**config.mk**
```make
export PLATFORM = sky130hd
export DESIGN_NAME = seq_mul
export DESIGN_NICKNAME = d
export VERILOG_FILES = /design/src/rtl/seq_mul.sv
export SDC_FILE = /design/constraint.sdc
export NUM_CORES = 1
export LEC_CHECK = 0
export CAP_MARGIN = 20
export CORE_MARGIN = 3
export CORE_UTILIZATION = 40
export CTS_BUF_LIST = sky130_fd_sc_hd__clkbuf_4 sky130_fd_sc_hd__clkbuf_8
export DETAILED_ROUTE_END_ITERATION = 6
export GPL_ROUTABILITY_DRIVEN = 0
export SLEW_MARGIN = 15
export SYNTH_ARGS = -nofsm -noshare
export SYNTH_HDL_FRONTEND = slang
export SYNTH_SLANG_ARGS = --single-unit
```
**constraint.sdc**
```tcl
create_clock -name clk -period 4.3 [get_ports clk]
set_input_delay 0.645 -clock clk [delete_from_list [all_inputs] [get_ports clk]]
set_output_delay 0.645 -clock clk [all_outputs]
set_load 0.02 [all_outputs]
```
**src/rtl/seq_mul.sv**
```systemverilog
// rtl/seq_mul.sv - iterative shift-and-add multiplier, signed/unsigned, start/busy/done handshake
module seq_mul #(
    parameter int WIDTH = 8,
    parameter int CNT_W = $clog2(WIDTH + 1)
) (
    input  logic               clk,
    input  logic               rst,
    input  logic               start,
    input  logic               sgn,
    input  logic [WIDTH-1:0]   a,
    input  logic [WIDTH-1:0]   b,
    output logic               busy,
    output logic               done,
    output logic [2*WIDTH-1:0] p
);

    typedef enum logic [1:0] {
        IDLE = 2'd0,
        RUN  = 2'd1,
        DONE = 2'd2
    } state_t;

    state_t state;
    state_t state_nxt;

    logic [WIDTH-1:0]   mag_a;
    logic [WIDTH-1:0]   mag_b;
    logic               neg;
    logic [2*WIDTH-1:0] acc;
    logic [CNT_W-1:0]   count;

    logic               a_neg;
    logic               b_neg;
    logic [WIDTH-1:0]   a_mag;
    logic [WIDTH-1:0]   b_mag;
    logic [2*WIDTH-1:0] addend;
    logic [2*WIDTH-1:0] acc_nxt;
    logic [2*WIDTH-1:0] p_nxt;
    logic               last_iter;

    // Magnitudes stay WIDTH-bit unsigned so |-2^(W-1)| = 2^(W-1) is not re-sign-extended.
    always_comb begin
        a_neg = sgn & a[WIDTH-1];
        b_neg = sgn & b[WIDTH-1];
        a_mag = a;
        b_mag = b;
        if (a_neg) begin
            a_mag = ~a + 1'b1;
        end
        if (b_neg) begin
            b_mag = ~b + 1'b1;
        end
    end

    always_comb begin
        addend  = '0;
        if (mag_b[0]) begin
            addend = {{WIDTH{1'b0}}, mag_a} << count;
        end
        acc_nxt = acc + addend;
        p_nxt   = acc_nxt;
        if (neg) begin
            p_nxt = ~acc_nxt + 1'b1;
        end
    end

    assign last_iter = (count == CNT_W'(WIDTH - 1));

    always_ff @(posedge clk) begin
        if (rst) begin
            state <= IDLE;
        end else begin
            state <= state_nxt;
        end
    end

    always_comb begin
        state_nxt = state;
        case (state)
            IDLE: begin
                if (start) begin
                    state_nxt = RUN;
                end
            end
            RUN: begin
                if (last_iter) begin
                    state_nxt = DONE;
                end
            end
            DONE: begin
                state_nxt = IDLE;
            end
            default: begin
                state_nxt = IDLE;
            end
        endcase
    end

    always_comb begin
        busy = 1'b0;
        done = 1'b0;
        case (state)
            RUN:     busy = 1'b1;
            DONE:    done = 1'b1;
            default: begin
                busy = 1'b0;
                done = 1'b0;
            end
        endcase
    end

    always_ff @(posedge clk) begin
        if (rst) begin
            mag_a <= '0;
            mag_b <= '0;
            neg   <= 1'b0;
            acc   <= '0;
            count <= '0;
            p     <= '0;
        end else begin
            case (state)
                IDLE: begin
                    if (start) begin
                        mag_a <= a_mag;
                        mag_b <= b_mag;
                        neg   <= a_neg ^ b_neg;
                        acc   <= '0;
                        count <= '0;
                    end
                end
                RUN: begin
                    acc   <= acc_nxt;
                    mag_b <= mag_b >> 1;
                    count <= count + 1'b1;
                    if (last_iter) begin
                        p <= p_nxt;
                    end
                end
                default: begin
                end
            endcase
        end
    end

endmodule

```
-- Word-level counts from Yosys, hierarchy flattened
Cells that the tools add are included.
- register bits: 55
- input port bits: 20
- logic and storage cells: 45
- add/sub/neg operators: 5
- equality and inequality tests: 5
- shift-type cells: 1
- muxes and demuxes: 15
- bitwise operators: 6
- reductions and logical operators: 6
- operator list (operator ; number):
    16-bit 2-to-1 mux ; 3
    16-bit one-hot mux with 2 select lines ; 1
    8-bit 2-to-1 mux ; 3
    16-bit by 1-bit adder with 16-bit output, second input constant ; 1
    16-bit adder ; 1
    8-bit by 1-bit adder with 8-bit output, second input constant ; 2
    16-bit NOT ; 1
    8-bit NOT ; 2
    8-bit one-hot mux with 2 select lines ; 1
    8-bit by 4-bit << shifter with 16-bit output ; 1
    4-bit one-hot mux with 2 select lines ; 1
    2-bit AND reduction ; 4
    4-bit by 1-bit adder with 4-bit output, second input constant ; 1
    4-bit by 3-bit == test with 1-bit output, second input constant ; 1
    2-bit 2-to-1 mux ; 2
    4-bit 2-to-1 mux ; 1
    2-bit != test, second input constant ; 2
    2-bit one-hot mux with 2 select lines ; 1
    1-bit AND ; 2
    2-bit by 1-bit == test with 1-bit output, second input constant ; 1
    2-bit == test, second input constant ; 1
    2-bit zero test ; 1
    1-bit 2-to-1 mux ; 2
    2-bit nonzero test ; 1
    1-bit XOR ; 1

-- Longest topological paths before layout
Gate-level depths: netlist of the first run.
- depth after elaboration: 6
- mapped depth: 17
- mapped depth without buffers: 15

-- Worst setup path after synthesis of the first run
OpenSTA, ideal clock, no wires.
- path kind: reg2reg
- start point: register count[1]
- end point: register p[15]
- arrival: 3897 ps
- required time: 4163 ps
- slack: 266 ps
- stages on the path, launching flop included: 16
- buffers on the path: 2
- period minus slack after synthesis: 4034 ps
- path through: dfxtp_1 > clkbuf_1 > buf_1 > mux2i_1 > o21ai_0 > nand2_1 > o21ai_0 > nor2b_1 > ha_1 > o21a_1 > o211a_1 > a2111oi_0 > a2111oi_2 > or4_4 > o311ai_0 > o211ai_1
- word-level cells in the longest chain between the ends: 6
- elaborated cells between the ends (all ways): 8
- classes of those cells: 2 x add/sub; 1 x eq/ne; 1 x shift; 2 x mux; 1 x bitwise; 1 x reduce/logical
- ends and longest elaborated chain (what ; line ; source):
    start: declaration ; 30 ; logic [CNT_W-1:0] count;
    start signal: assignment ; 134 ; count <= count + 1'b1;
    8-bit by 4-bit << shifter with 16-bit output ; 58 ; addend = {{WIDTH{1'b0}}, mag_a} << count;
    16-bit 2-to-1 mux ; 57 ; if (mag_b[0]) begin
    16-bit adder ; 60 ; acc_nxt = acc + addend;
    16-bit NOT ; 63 ; p_nxt = ~acc_nxt + 1'b1;
    16-bit by 1-bit adder with 16-bit output ; 63 ;
    16-bit 2-to-1 mux ; 62 ; if (neg) begin
    end signal: assignment ; 136 ; p <= p_nxt;
    end: declaration ; 14 ; output logic [2*WIDTH-1:0] p
Parallel ways exist; a longest one is shown, timed or not.
A chain may end at the register's enable or synchronous reset.

-- Worst setup path in the final report of the first run
- start point: register mag_b[0]
- end point: register p[15]
- word-level cells in the longest chain between the ends: 5
- ends and longest elaborated chain (what ; line ; source):
    start: declaration ; 27 ; logic [WIDTH-1:0] mag_b;
    start signal: assignment ; 125 ; mag_b <= b_mag;
    start signal: assignment ; 133 ; mag_b <= mag_b >> 1;
    16-bit 2-to-1 mux (*) ; 57 ;
    16-bit adder (*) ; 60 ;
    16-bit NOT ; 63 ;
    16-bit by 1-bit adder with 16-bit output ; 63 ;
    16-bit 2-to-1 mux (*) ; 62 ;
Mark *: on every way between the ends. The rest lies on a longest branch, timed or not.

==> results of run 1 <==
final timing paths:
path,depth (start not counted),slack (ns),startpoint,to
setup / recovery,11,0.30,mag_b[0],p[15]
setup reg to reg,11,0.30,mag_b[0],p[15]
hold / removal,2,0.47,p[0],p[0]
hold reg to reg,2,0.47,p[0],p[0]
sequential cells by signal, summed over array words and instances, names as in the netlist:
register and flops:
neg 1, mag_b 8, p 16, mag_a 8, acc 16, count 4
state 2
power groups by stage:
stage	combinational [µW]	sequential [µW]	clock, µW
after floorplan	168	548	0
after global placement	231	558	0
after detailed placement	234	559	0
after CTS	235	547	320
after global routing	259	551	334
final	234	547	309
logic make-up after synthesis:
logic type	after synthesis	synth area share
simple gates	188	0.239
xor+xnor	27	0.0612
fa+ha+maj	20	0.0668
flops	55	0.285
compound gates	148	0.269
mux	13	0.0418
buf+inv	38	0.0369
Yosys cell counts (all sizes together) (4+ instances only):
library cell	number
a2111oi	5
a211oi	17
a21o	5
a21oi	28
a22o	12
a22oi	5
and2	12
clkbuf	21
dfxtp	55
ha	19
inv	15
mux2	5
mux2i	6
nand2	46
nand2b	7
nand3	17
nand3b	6
nor2	53
nor2b	11
nor3	9
o211ai	7
o21ai	36
o41ai	4
or2	5
or3	9
xnor2	15
xor2	12
final cells by class:
class                           instances  area [µm²]
Multi-Input combinational cell        396        2630
Fill cell                             962        4820
Clock buffer                            5        68.8
Sequential cell                        55        1110
Clock inverter                          3        23.8
Tap cell                              129         161
Timing Repair Buffer                   50         468
Inverter                               15        56.3
timing repair:
| item | 4_1_cts | 5_1_grt |
|---|---|---|
| endpoints found under the hold margin | 0 | 0 |
| gates resized for setup | 1 | 7 |
| setup buffers | 0 | 1 |
| setup endpoints to repair | 1 | 4 |
| pin swaps | 0 | 1 |
metal layers:
layer  up-vias  part of all wire  GRT usage
met2        87              0.47      0.303
met4         0             0.029     0.0684
met3        16             0.054     0.0255
met1      1640              0.45      0.226
met5         -                 0          0
li1       1859                 -          -
critical path, stage by stage (launching register included):
cell and delay (ns):
dfxtp_1 0.50, nand2b_1 0.15, or2_2 0.34, nor3_1 0.33, fa_1 0.51, or3_1 0.42, a221oi_2 0.28, o211ai_1 0.18
o21bai_4 0.22, or4_4 0.50, o311ai_0 0.29, o211ai_1 0.14
metrics by stage:
step | worst slack [ns] | setup TNS, ns | instance area, µm²
global route | 0.00108 | 0 | 4510
finish | 0.298 | 0 | 4510
detailed placement | -0.0721 | -0.0721 | 4400
floorplan | 0.266 | 0 | 3860
CTS | 0.0784 | 0 | 4490
global placement | 0.00137 | 0 | 4400
==> impl_metrics.py, run 1 <==
metrics = {
    "outcome": {
        "outcome": "finished clean",
    },
    "sta": {
        "final-setup-viol-count": 0,
        "finalCritPeriodShare": 0.931,
        "slew_headroom": 0.485,
        "rsz0062_at_grt": "false",
        "hold_slack_ns": 0.466,
        "finalClockSkew_ns": 0.00697,
        "fin_crit_ns": 4.00,
        "tightestPinTransition_ns": 0.767,
        "slew_violations": 0,
        "hold_viol": 0,
        "max_freq_ghz": 0.250,
    },
    "route": {
        "vias": 3602,
        "drt_pre_antenna_iters": 4,
        "vias_per_cell": 5.52,
        "drt_iter0_markers": 134,
        "wl_per_cell_um": 14.7,
        "post-route-drc-count": 0,
        "ant_nets": 0,
        "wl_mm": 9.60,
    },
    "power_and_ir_drop": {
        "power.density_mw_per_mm2": 242,
        "seqPwrFrac": 0.502,
        "p_int_uw": 750,
        "power_frac_clock": 0.283,
        "p_sw_frac": 0.313,
        "power.total_uw": 1090,
        "p_leak_uw": 0.00174,
        "switchingPower_uw": 341,
        "p_comb_frac": 0.215,
        "vdd_drop_max_mv": 0.122,
    },
    "floorplan": {
        "initial_core_util": 0.414,
        "core_area_mm2": 0.00933,
        "ioPinCount": 38,
        "dieHeight_um": 104,
        "dieArea_mm2": 0.0109,
        "die_w_um": 104,
        "core.rowCount": 35,
    },
    "worst_hold_path": {
        "min_path_type": "reg2reg",
    },
    "synthesis": {
        "syn_avg_cell_area_um2": 7.90,
        "synth_seq_cells": 55,
        "syn_inst": 489,
        "synth_ff_type": "dfxtp_1",
        "synthDistinctLibCells": 62,
        "yosys_warnings": 0,
        "synth_nets": 529,
        "synthTopCellsByArea": "dfxtp_1 29%, ha_1 6.2%, nor2_1 5.2%, o21ai_0 4.7%, nand2_1 4.5%",
        "synth-edff-count": 0,
        "async_flop_share": 0,
        "netlist_area_mm2": 0.00386,
        "synth_top_area_frac": 0.285,
        "yosysSeqAreaShare": 0.285,
        "synth_top_area_cell": "dfxtp_1",
    },
    "clock_tree": {
        "cts.path.max_buffers": 2,
        "cts.clk_slew.worst_paths_ns": 0.11,
        "cts_inserted_buffers": 5,
        "htreeDepth": 2,
        "clock_latency_ns": 0.32,
        "holdBufCountCts": 0,
        "clock-sinks": 55,
        "cts_tree": "built",
        "root_buffer": "clkbuf_8",
    },
    "finish": {
        "layout.nets": 563,
        "final-instance-count-excl-fill": 653,
        "fin_util": 0.484,
        "area_growth_pct": 16.9,
        "diodes": 0,
        "layout_common_cells": "53 x nor2_1, 53 x dfxtp_1, 46 x nand2_1, 37 x clkdlybuf4s50_1, 34 x o21ai_0",
        "drive_gt1_frac": 0.0859,
    },
    "grt": {
        "grt_max_degree": 23,
        "grt_antenna_before_repair": 0,
        "overflow": 0,
        "grt_usage": 0.177,
        "grt_pass1_vias": 3349,
        "grt_pass1_wl_mm": 16.2,
    },
    "setup_path": {
        "crit_type": "reg2reg",
        "cp.required_ns": 4.50,
        "worst-path-max-fanout": 11,
        "startpoint_type": "flop",
        "worstPathArrival_ns": 4.20,
        "cp-end-kind": "flop",
    },
    "placement": {
        "io_buffers": 37,
        "dp.cells": 644,
        "hpwlAfterDp_mm": 7.42,
    },
    "run": {
        "maxCapViolations": 0,
    },
}
No activity file was read; power rests on OpenSTA's default activity.
==> inputs of run 2 (changes only) <==
--- a/config.mk
+++ b/config.mk
@@ -9,6 +9,7 @@
 export CORE_MARGIN = 3
 export CORE_UTILIZATION = 40
 export CTS_BUF_LIST = sky130_fd_sc_hd__clkbuf_4 sky130_fd_sc_hd__clkbuf_8
+export CTS_CLUSTER_DIAMETER = 40
 export DETAILED_ROUTE_END_ITERATION = 6
 export GPL_ROUTABILITY_DRIVEN = 0
 export SLEW_MARGIN = 15
==> results of run 2 <==
No change in the layout: final DEF, timing and power equal those of run 1.
